===== config.mk =====
export PLATFORM = sky130hd
export DESIGN_NAME = cpu_clock_ctrl
export DESIGN_NICKNAME = d
export VERILOG_FILES = /design/src/rtl/cpu_clock_ctrl.sv
export SDC_FILE = /design/constraint.sdc
export NUM_CORES = 1
export LEC_CHECK = 0
export BUFFER_PORTS_ARGS = -buffer_cell sky130_fd_sc_hd__buf_2
export CORE_ASPECT_RATIO = 1.2
export CORE_MARGIN = 2
export CORE_UTILIZATION = 50
export CTS_CLUSTER_DIAMETER = 200
export DETAILED_ROUTE_END_ITERATION = 10
export MAX_ROUTING_LAYER = met4
export PLACE_DENSITY = 0.72
export SETUP_SLACK_MARGIN = 0.02
export SLEW_MARGIN = 15
export SYNTH_ARGS = -nofsm -noshare
export SYNTH_HDL_FRONTEND = slang
export SYNTH_SLANG_ARGS = --single-unit

===== constraint.sdc =====
create_clock -name clk -period 1.7 [get_ports clk]
set_input_delay 0.085 -clock clk [delete_from_list [all_inputs] [get_ports clk]]
set_output_delay 0.085 -clock clk [all_outputs]
set_load 0.005 [all_outputs]

===== src/rtl/cpu_clock_ctrl.sv =====
// -----------------------------------------------------------------------------
// cpu_clock_ctrl
//
// Generates the CPU advance enable for a soft CPU. The CPU either free-runs at
// one of two rates or advances one instruction per debounced button press. A
// halt request from the CPU stops it until the run switch is returned to
// single-step.
//
// Ports
//   clk        in   system clock, all logic on the rising edge
//   rst_n      in   asynchronous active-low reset
//   run_sw     in   async switch: 1 = free run, 0 = single step
//   speed_sw   in   async switch: 0 = FAST_DIV period, 1 = SLOW_DIV period
//   step_btn   in   raw bouncing pushbutton, active-high
//   halt_in    in   synchronous halt request from the CPU
//   cpu_en     out  one-cycle CPU advance enable (registered)
//   tick_count out  number of cpu_en pulses since reset (wraps)
//   state      out  00 STEP, 01 RUN, 10 HALT
// -----------------------------------------------------------------------------
module cpu_clock_ctrl #(
  parameter int unsigned FAST_DIV  = 1,
  parameter int unsigned SLOW_DIV  = 50_000_000,
  parameter int unsigned DB_CYCLES = 1_000_000
) (
  input  logic        clk,
  input  logic        rst_n,
  input  logic        run_sw,
  input  logic        speed_sw,
  input  logic        step_btn,
  input  logic        halt_in,
  output logic        cpu_en,
  output logic [31:0] tick_count,
  output logic [1:0]  state
);

  typedef enum logic [1:0] {
    ST_STEP = 2'b00,
    ST_RUN  = 2'b01,
    ST_HALT = 2'b10
  } state_e;

  // The debounce counter only has to reach DB_CYCLES-1.
  localparam int unsigned DB_W = (DB_CYCLES > 1) ? $clog2(DB_CYCLES) : 1;
  localparam logic [DB_W-1:0] DB_LAST   = DB_W'(DB_CYCLES - 1);
  localparam logic [31:0]     FAST_LAST = 32'(FAST_DIV - 1);
  localparam logic [31:0]     SLOW_LAST = 32'(SLOW_DIV - 1);

  // ---------------------------------------------------------------------------
  // Input synchronizers
  // ---------------------------------------------------------------------------
  logic run_meta_q,   run_sync_q;
  logic speed_meta_q, speed_sync_q;
  logic step_meta_q,  step_sync_q;

  // NOTE: every flop resets asynchronously so the outputs drop the instant
  // rst_n falls, even with the clock mid-period; state uses non-blocking
  // assignments so all flops see pre-edge values regardless of block order.
  always_ff @(posedge clk or negedge rst_n) begin
    if (!rst_n) begin
      run_meta_q   <= 1'b0;
      run_sync_q   <= 1'b0;
      speed_meta_q <= 1'b0;
      speed_sync_q <= 1'b0;
      step_meta_q  <= 1'b0;
      step_sync_q  <= 1'b0;
    end else begin
      run_meta_q   <= run_sw;
      run_sync_q   <= run_meta_q;
      speed_meta_q <= speed_sw;
      speed_sync_q <= speed_meta_q;
      step_meta_q  <= step_btn;
      step_sync_q  <= step_meta_q;
    end
  end

  // ---------------------------------------------------------------------------
  // Step button debounce and rising-edge request
  // ---------------------------------------------------------------------------
  logic            db_level_q;
  logic [DB_W-1:0] db_cnt_q;
  logic            step_req_q;

  always_ff @(posedge clk or negedge rst_n) begin
    if (!rst_n) begin
      db_level_q <= 1'b0;
      db_cnt_q   <= '0;
      step_req_q <= 1'b0;
    end else begin
      step_req_q <= 1'b0;
      if (step_sync_q != db_level_q) begin
        if (db_cnt_q == DB_LAST) begin
          // Accept the new level; a request only on a press, not a release.
          db_level_q <= step_sync_q;
          db_cnt_q   <= '0;
          step_req_q <= step_sync_q;
        end else begin
          db_cnt_q <= db_cnt_q + DB_W'(1);
        end
      end else begin
        db_cnt_q <= '0;   // any glitch back to the accepted level restarts
      end
    end
  end

  // ---------------------------------------------------------------------------
  // Control FSM, prescaler and tick counter
  // ---------------------------------------------------------------------------
  state_e      state_q;
  logic [31:0] presc_q;
  logic        speed_prev_q;
  logic        cpu_en_q;
  logic [31:0] tick_q;

  logic        speed_chg;
  logic [31:0] div_last;
  logic        terminal;
  logic        fire;

  assign speed_chg = speed_sync_q ^ speed_prev_q;
  assign div_last  = speed_sync_q ? SLOW_LAST : FAST_LAST;
  // A speed change clears the prescaler, so it also cancels a coincident count.
  assign terminal  = (presc_q == div_last) && !speed_chg;

  // NOTE: fire gets a default before the case so no path leaves it unassigned
  // and no latch is inferred.
  always_comb begin
    fire = 1'b0;
    case (state_q)
      ST_STEP: fire = step_req_q & ~halt_in;
      ST_RUN:  fire = run_sync_q & ~halt_in & terminal;
      default: fire = 1'b0;
    endcase
  end

  always_ff @(posedge clk or negedge rst_n) begin
    if (!rst_n) begin
      state_q      <= ST_STEP;
      presc_q      <= '0;
      speed_prev_q <= 1'b0;
      cpu_en_q     <= 1'b0;
      tick_q       <= '0;
    end else begin
      speed_prev_q <= speed_sync_q;
      cpu_en_q     <= fire;
      if (fire) tick_q <= tick_q + 32'd1;

      case (state_q)
        ST_STEP: begin
          presc_q <= '0;   // RUN is always entered with a fresh prescaler
          if (halt_in)         state_q <= ST_HALT;
          else if (run_sync_q) state_q <= ST_RUN;
        end
        ST_RUN: begin
          if (halt_in) begin
            state_q <= ST_HALT;
            presc_q <= '0;
          end else if (!run_sync_q) begin
            state_q <= ST_STEP;
            presc_q <= '0;
          end else if (speed_chg || terminal) begin
            presc_q <= '0;
          end else begin
            presc_q <= presc_q + 32'd1;
          end
        end
        ST_HALT: begin
          presc_q <= '0;
          // Only dropping the run switch leaves HALT; steps are ignored here.
          if (!run_sync_q) state_q <= ST_STEP;
        end
        default: begin
          state_q <= ST_STEP;
          presc_q <= '0;
        end
      endcase
    end
  end

  assign cpu_en     = cpu_en_q;
  assign tick_count = tick_q;
  assign state      = state_q;

endmodule


Yosys cells after proc, flatten, opt, wreduce, memory -nomap -nowiden
Cells that the tools add are included.
{"block": "op_classes", "addsub": 3, "eq_ne": 6, "n_mux": 15, "bitwise": 5, "n_reduce_logical": 5}
{"operator": "$mux 32", "n": 4}
{"operator": "$add 32x1->32 const B", "n": 2}
{"operator": "$mux 20", "n": 2}
{"operator": "$eq 32x26->1", "n": 1}
{"operator": "$mux 26", "n": 1}
{"operator": "$add 20x1->20 const B", "n": 1}
{"operator": "$eq 20x20->1 const B", "n": 1}
{"operator": "$mux 2", "n": 4}
{"operator": "$pmux 2 s3", "n": 1}
{"operator": "$and 1x1->1", "n": 3}
{"operator": "$ne 3x3->1 const B", "n": 1}
{"operator": "$eq 2x1->1 const B", "n": 1}
{"operator": "$eq 2x2->1 const B", "n": 1}
{"operator": "$logic_not 2->1", "n": 1}
{"operator": "$mux 1", "n": 2}
{"operator": "$pmux 1 s2", "n": 1}
{"operator": "$reduce_and 2->1", "n": 1}
{"operator": "$logic_and 1x1->1", "n": 1}
{"operator": "$logic_not 1->1", "n": 1}
{"operator": "$logic_or 1x1->1", "n": 1}
{"operator": "$ne 1x1->1", "n": 1}
{"operator": "$not 1->1", "n": 1}
{"operator": "$xor 1x1->1", "n": 1}
{"block": "word_totals", "ff_bits": 96}

Depth between registers and ports, before layout
Gate-level depths: netlist of run 1.
{"block": "depth", "ltp_word": 8, "depth_mapped": 8, "ltp_nobuf": 7}

Worst setup path before layout of run 1
Ideal clock, no wire load.
{"block": "synth_timing", "kind": "reg2reg", "start": "reg speed_sync_q", "end": "reg tick_q[15], in the netlist tick_count[15]", "arrival_time_ps": 1718, "required_time_ps": 1621, "slack_ps": -98, "path_stages_with_launch": 8, "path_buffers": 1, "synth_period_minus_slack_ps": 1798, "cell_sequence": "dfrtp_1 nor4_1 nand3b_1 a22oi_2 a31oi_1 buf_6 nor4b_2 xor2_1"}
{"block": "synth_between", "elab_chain_cells": 5}
{"element": "from (decl)", "line_no": "52", "text": "logic speed_meta_q, speed_sync_q;"}
{"element": "from (signal assigned)", "line_no": "70", "text": "speed_sync_q <= speed_meta_q;"}
{"element": "$mux 26 / $xor 1x1->1 (equally long branches)", "line_no": "120, 119"}
{"element": "$eq 32x26->1 / $logic_not 1->1 (equally long branches)", "line_no": "122", "text": "assign terminal = (presc_q == div_last) && !speed_chg;"}
{"element": "$logic_and 1x1->1 (*)", "line_no": "122"}
{"element": "$and 1x1->1 (*)", "line_no": "130", "text": "ST_RUN: fire = run_sync_q & ~halt_in & terminal;"}
{"element": "$pmux 1 s2 (*)", "line_no": "128", "text": "case (state_q)"}
{"element": "to (signal assigned)", "line_no": "145", "text": "if (fire) tick_q <= tick_q + 32'd1;"}
{"element": "to (decl)", "line_no": "112", "text": "logic [31:0] tick_q;"}
Every way passes the cells marked *; elsewhere a longest branch is shown, timed or not.
A chain may end at the register's enable or synchronous reset.

Worst setup path in the final report of run 1
{"block": "layout_timing", "start": "reg speed_sync_q", "end": "reg tick_q[12], in the netlist tick_count[12]"}
The elaborated chain is that of the path after synthesis.

==> qor.txt, run 1 <==
CTS sink cnt = 96
IO buf count = 40
Post-synthesis cell count = 426
Type of origin of the critical path = flip-flop
Vias per cell = 5.44
Worst-path clk slew = 0.09 ns
Worst rel slew slack = 63.0%
Initial antenna violation count = 0
Max Clock Skew = 0.00677 ns
Cell variety after synth = 35
Kind of cell adding the most delay to the critical path = simple AND/OR/NAND/NOR gates
CTS tree = yes
FILL cells = 567
M1 WL = 5.01 mm
Data arrival, critical path = 2.31 ns
Final Instance Area = 6690 um2
Routed WL = 11.9 mm
Total Power = 4.31 mW
Die X = 91.0 um
Run status = finished with violations
Worst setup path class = reg2reg
Post-Syn Area per Cell = 10.7 um2
Leak = 3.15 nW
RePlAce Congestion = 0.867
DRT antenna net count = 0
Layout cells sized above 1 = 44.1%
Largest net degree at the start of global routing = 41
H-tree depth = 3
Post-route setup TNS = -12.70 ns
Cell Area, Synth = 4540 um2
Drc violations = 0
Core Region = 8940 um2
FF+latch area = 2410 um2
1st-pass router iterations = 4
Via count = 3,823
CTS Buf Count = 9
Area grow syn2layout = 47.2%
Fin Hold WS = 0.243 ns
Final period util = 118%
Post-DP HPWL = 6.63 mm
Nets = 588
Placement Rows = 38
Seq/Total Area, Yosys = 52.9%
Worst path max stage delay = 0.45 ns
Syn Nets = 435
Die H = 108 um
F_max = 0.497 GHz
Final slew viol count = 0
RSZ-0062 raised after global routing = yes
GRT Residual Overflow = 0
Synth Warn # = 0
Fin util = 74.8%
Starting DRT DRC Count = 183
#FFs+latches synth = 96
Routed length on met3 = 393 um
Max VDD drop = 0.000433 V
Final setup viols = 65
Critical path data required time = 2.00 ns
Met2 wire length = 6.12 mm
Failing checks = negative setup slack
Crit end category = flip-flop
ANT cells = 0
CTS root buffer = clkbuf_8
Worst path slowest cell = dfrtp_2
Total track usage = 24.0%
Peak fanout along the critical path = 18
PwrDens = 644 nW/um2
Crit path cell chain = buf_4 > and4_1 > nand3_1 > a22oi_2 > a31oi_2 > buf_12 > buf_6 > nor3b_4 > xor2_1
Vias in the first global route = 3,909
Final worst slack = -0.314 ns
Hold Path Class = in2async
DIE AREA = 9860 um2
Number of max-cap violations = 0
Tightest Pin Transition = 0.555 ns
Initial core utilization = 50.8%
WP buf/inv = 3
Clock Latency Late Sink = 0.37 ns
DP Area = 5600 um2
Global-route wire length before repair = 18.1 mm
Wire per inst = 16.9 um
Uppermost layer routed = met4
Endpoints failing hold = 0
Clock Tree Buf Depth = 2
Multi-input gate area = 2640 um2
I/O pin count = 41
Crit path time final = 2.01 ns
-- layer usage --
metal | global-route usage, % | vias to the layer above
met5 | - | -
met4 | 11.6 | 0
met3 | 4.25 | 34
met2 | 40.4 | 104
met1 | 28.2 | 1912
li1 | - | 1773
-- area by class of cell --
type,instances,share of cell area (%)
inverter,5,0.281
timing repair buffer,151,18.5
sequential,96,36.0
tap,120,2.25
clock inverter,5,1.59
clock buffer,10,1.91
multi-input combinational,316,39.5
-- Yosys cell counts --
master	count	area, um2
and2_1	5	31.3
xor2_1	51	447
nor3b_2	3	37.5
a22oi_2	1	12.5
nor4_2	8	100
nor4_1	8	50.1
buf_2	1	5.00
nand4_1	15	93.8
nand3b_1	3	22.5
buf_6	1	11.3
inv_1	5	18.8
nor4b_2	3	45.0
ha_1	3	37.5
nor4b_1	2	17.5
a31oi_1	2	12.5
and4_1	9	78.8
dfrtp_1	96	2400
mux2_2	2	22.5
buf_1	1	3.75
nand4bb_1	1	11.3
nor3b_1	5	37.5
nor4bb_1	1	10.0
nor3_1	10	50.1
clkbuf_1	6	22.5
nand3_1	32	160
nand2_1	29	109
nand4bb_4	1	27.5
or2_2	1	6.26
and3_1	15	93.8
or3_1	3	18.8
xnor2_1	30	263
a21oi_1	1	5.00
nand2b_1	2	12.5
nor2_1	69	259
o21ai_0	1	5.00
-- metrics by stage --
step | instances | worst slack [ns]
after floorplan | 426 | -0.0976
after global placement | 666 | -0.267
after detailed placement | 666 | -0.327
after CTS | 695 | -0.279
after global routing | 703 | -0.471
final | 703 | -0.314
-- sequential cells by signal, summed over array words and instances (netlist names) --
| signal | flops |
|---|---|
| presc_q | 32 |
| state | 2 |
| db_cnt_q | 20 |
| tick_count | 32 |
| step_meta_q | 1 |
| speed_sync_q | 1 |
| speed_prev_q | 1 |
| cpu_en | 1 |
| step_req_q | 1 |
| run_meta_q | 1 |
| db_level_q | 1 |
| step_sync_q | 1 |
| run_sync_q | 1 |
| speed_meta_q | 1 |
-- report_power, final --
group	leakage (nW)	switching, mW	internal, mW	total [mW]
clock network	0.113	0.793	0.972	1.77
logic	1.74	0.115	0.0979	0.212
registers	1.30	0.0231	2.30	2.33
-- worst reg2reg max path, cell delays in order, from the launching register on --
cell and delay (ns):
dfrtp_2 0.45, buf_4 0.14, and4_1 0.19, nand3_1 0.09, a22oi_2 0.25, a31oi_2 0.14, buf_12 0.19, buf_6 0.14
nor3b_4 0.20, xor2_1 0.15
-- path summary, 6_finish.rpt --
kind                                    from              to  slack (ns)  cells past startpoint
worst max-delay path            speed_sync_q  tick_count[12]       -0.31                      9
worst min-delay path                   rst_n  tick_count[20]        0.24                      2
worst max register to register  speed_sync_q  tick_count[12]       -0.31                      9
worst min register to register  speed_meta_q    speed_sync_q        0.35                      0
max in group asynchronous              rst_n     db_cnt_q[0]        0.87                      3
min in group clk                    speed_sw    speed_meta_q        0.35                      2
-- kinds of logic (layout without fill, tap and decap cells) --
| group | count (synthesis) | count (layout) | share of synthesized area, % |
|---|---|---|---|
| mux | 2 | 2 | 0.496 |
| compound gates | 5 | 5 | 0.771 |
| buf+inv | 14 | 171 | 1.35 |
| fa+ha+maj | 3 | 3 | 0.827 |
| xor+xnor | 81 | 81 | 15.6 |
| simple gates | 225 | 225 | 28.0 |
| flops | 96 | 96 | 52.9 |
-- timing repair --
action / CTS / global route
pin swaps: 37 / 18
cloned: 3 / 3
setup buffers: 7 / 7
resized for setup: 78 / 61
hold buffers: 5 / 0
setup endpoints to repair: 65 / 84
endpoints found under the hold margin: 43 / 0
-- placed cells by master, fill, tap and decap left out, drive strengths merged --
cell / instances
xnor2: 30
nor4b: 5
nor3: 10
clkinvlp: 1
nand4: 15
nor3b: 8
and2: 5
nand3b: 3
mux2: 2
or2: 1
dfrtp: 96
a21oi: 1
nand2: 29
a31oi: 2
inv: 5
nand4bb: 2
or3: 3
and4: 9
bufinv: 3
dlygate4sd3: 5
and3: 15
nand2b: 2
nor4: 16
ha: 3
nor4bb: 1
xor2: 51
o21ai: 1
clkbuf: 12
buf: 144
nor2: 69
nand3: 32
clkinv: 1
a22oi: 1
(Power assumes the default switching activity.)
==> inputs of run 2 (changes only) <==
CORE_UTILIZATION = 53   (was 50)
PLACE_DENSITY = 0.75   (was 0.72)
==> run 2 against run 1 <==
Net effect: non-clock buffer count up 15; the flow still finishes with violations (negative setup slack); flip-flop and latch count stayed put; utilization up 4.3 points; sequential power hardly changed; hold slack got worse by 0.086 ns; first-iteration DRC count up 110%; register-to-register slack worse by 0.096 ns; via count grew 8.7%; critical path type unchanged; clock power rose by 6%.
==> qor.txt, run 2 (synthesis gave the netlist of run 1 again) <==
Number of max-cap violations = 0 (unchanged)
Worst-path clk slew = 0.11 ns (was 0.09 ns)
Starting DRT DRC Count = 392 (was 183)
Endpoints failing hold = 0 (unchanged)
M2 GR Usage = 48.9% (was 40.4%)
Placement Rows = 37 (was 38)
Largest net degree at the start of global routing = 40 (was 41)
GRT Residual Overflow = 0 (unchanged)
Tightest Pin Transition = 0.487 ns (was 0.555 ns)
Clock Latency Late Sink = 0.38 ns (was 0.37 ns)
Worst rel slew slack = 67.5% (was 63.0%)
Crit path time final = 2.11 ns (was 2.01 ns)
Layout cells sized above 1 = 44.1% (about the same)
WP buf/inv = 1 (was 3)
CTS sink cnt = 96 (unchanged)
1st-pass router iterations = 5 (was 4)
Run status = finished with violations (unchanged)
Crit end category = flip-flop (unchanged)
Fin util = 79.1% (was 74.8%)
Leak = 3.22 nW (was 3.15 nW)
Die H = 105 um (was 108 um)
Vias in the first global route = 4,079 (was 3,909)
Fin Hold WS = 0.157 ns (was 0.243 ns)
Met1 Use GR = 32.5% (was 28.2%)
DIE AREA = 9330 um2 (was 9860 um2)
FF-to-FF End = tick_count[12] (unchanged)
Failing checks = negative setup slack (unchanged)
IO buf count = 40 (unchanged)
Peak fanout along the critical path = 20 (was 18)
R2R depth = 7 (was 9)
DRT antenna net count = 0 (unchanged)
F_max = 0.474 GHz (was 0.497 GHz)
Worst path max stage delay = 0.44 ns (was 0.45 ns)
GRT busiest layer = met2 (unchanged)
Critical Path Sink = tick_count[12] (unchanged)
Non-filler instance count after layout = 716 (was 703)
CP Launch Point = presc_q[14] (was speed_sync_q)
Vias per cell = 5.80 (was 5.44)
Critical path data required time = 2.00 ns (about the same)
Worst path slowest cell = dfrtp_1 (was dfrtp_2)
Post-route setup TNS = -18.15 ns (was -12.70 ns)
Max Clock Skew = 0.0186 ns (was 0.00677 ns)
Area grow syn2layout = 47.6% (was 47.2%)
Placed cells = 663 (was 666)
GR Layer Usage met3 = 4.46% (was 4.25%)
Drc violations = 0 (unchanged)
Reg2reg start = presc_q[14] (was speed_sync_q)
Final worst slack = -0.410 ns (was -0.314 ns)
I/O pin count = 41 (unchanged)
Initial core utilization = 53.6% (was 50.8%)
Hold Path Class = in2async (unchanged)
Final period util = 124% (was 118%)
Data arrival, critical path = 2.41 ns (was 2.31 ns)
PwrDens = 661 nW/um2 (was 644 nW/um2)
CTS tree = yes (unchanged)
Worst setup path class = reg2reg (unchanged)
Kind of cell adding the most delay to the critical path = simple AND/OR/NAND/NOR gates (unchanged)
Total track usage = 28.3% (was 24.0%)
Commonest non-fill, non-tap cells in the layout = buf_4, dfrtp_1, xor2_1 (was dfrtp_1, buf_4, xor2_1)
Post-DP HPWL = 7.03 mm (was 6.63 mm)
H-tree depth = 3 (unchanged)
Max VDD drop = 0.000695 V (was 0.000433 V)
Core Region = 8470 um2 (was 8940 um2)
ANT cells = 0 (unchanged)
Initial antenna violation count = 0 (unchanged)
Leading cell type in the layout, fill and taps excluded = buf_4 (was dfrtp_1)
Final setup viols = 74 (was 65)
Type of origin of the critical path = flip-flop (unchanged)
Critical Path Stages = 7 (was 9)
Final slew viol count = 0 (unchanged)
R2R setup slack = -0.41 ns (was -0.31 ns)
RePlAce Congestion = 0.832 (was 0.867)
Crit path cell chain = nor4_2 > nand3b_1 > a22oi_2 > a31oi_2 > buf_12 > nor3b_2 > xor2_1 (was buf_4 > and4_1 > nand3_1 > a22oi_2 > a31oi_2 > buf_12 > buf_6 > nor3b_4 > xor2_1)
Total Power = 4.43 mW (was 4.31 mW)
CTS root buffer = clkbuf_8 (unchanged)
Die X = 88.5 um (was 91.0 um)
Wire per inst = 19.7 um (was 16.9 um)
Via count = 4,155 (was 3,823)
Clock Tree Buf Depth = 2 (unchanged)
Global-route wire length before repair = 19.9 mm (was 18.1 mm)
CTS Buf Count = 9 (unchanged)
RSZ-0062 raised after global routing = yes (unchanged)
Routed WL = 14.1 mm (was 11.9 mm)
Nets = 603 (was 588)
## run 2: worst register-to-register path, stage by stage (launching register included)
cell	delay (ns)
dfrtp_1	0.44
nor4_2	0.35
nand3b_1	0.14
a22oi_2	0.24
a31oi_2	0.17
buf_12	0.20
nor3b_2	0.28
xor2_1	0.21
## run 2: how the worst min path moves through the flow
stage,end,depth (start not counted)
finish,tick_count[14],2
CTS,tick_count[18],2
detailed placement,tick_count[18],1
global placement,tick_count[18],1
global route,tick_count[20],2
floorplan,cpu_en,0
## run 2: per-stage QoR
stage / instance area, um2 / setup slack, ns
2_1_floorplan: 4550 / -0.0976
3_3_place_gp: 5580 / -0.259
3_5_place_dp: 5580 / -0.321
4_1_cts: 6380 / -0.285
5_1_grt: 6700 / -0.544
6_report: 6700 / -0.410
## run 2: what timing repair did
item                       4_1_cts  5_1_grt
pin swaps                       39       19
hold buffers                     5        0
resized for setup               72       38
gates cloned                     3        3
hold endpoints to repair        84        0
setup endpoints to repair       63       84
setup buffers                   13       15
## run 2: power by group
part           total [mW]  switching (mW)  internal [mW]
Sequential           2.33          0.0231           2.30
Clock                1.88           0.890          0.990
Combinational       0.222           0.121          0.101
## run 2: area by class of cell
type	count	area, um2
well taps	117	146
clock inverters	6	115
inverters	5	18.8
flip-flops and latches	96	2400
fillers	455	1770
multi-input cells	316	2520
repair buffers	166	1370
clock buffers	10	128
## run 2: layer usage
layer | wire length [um] | up-vias
met5 | 0 | -
met4 | 645 | 0
met3 | 691 | 51
met2 | 7450 | 204
met1 | 5350 | 2105
li1 | - | 1795
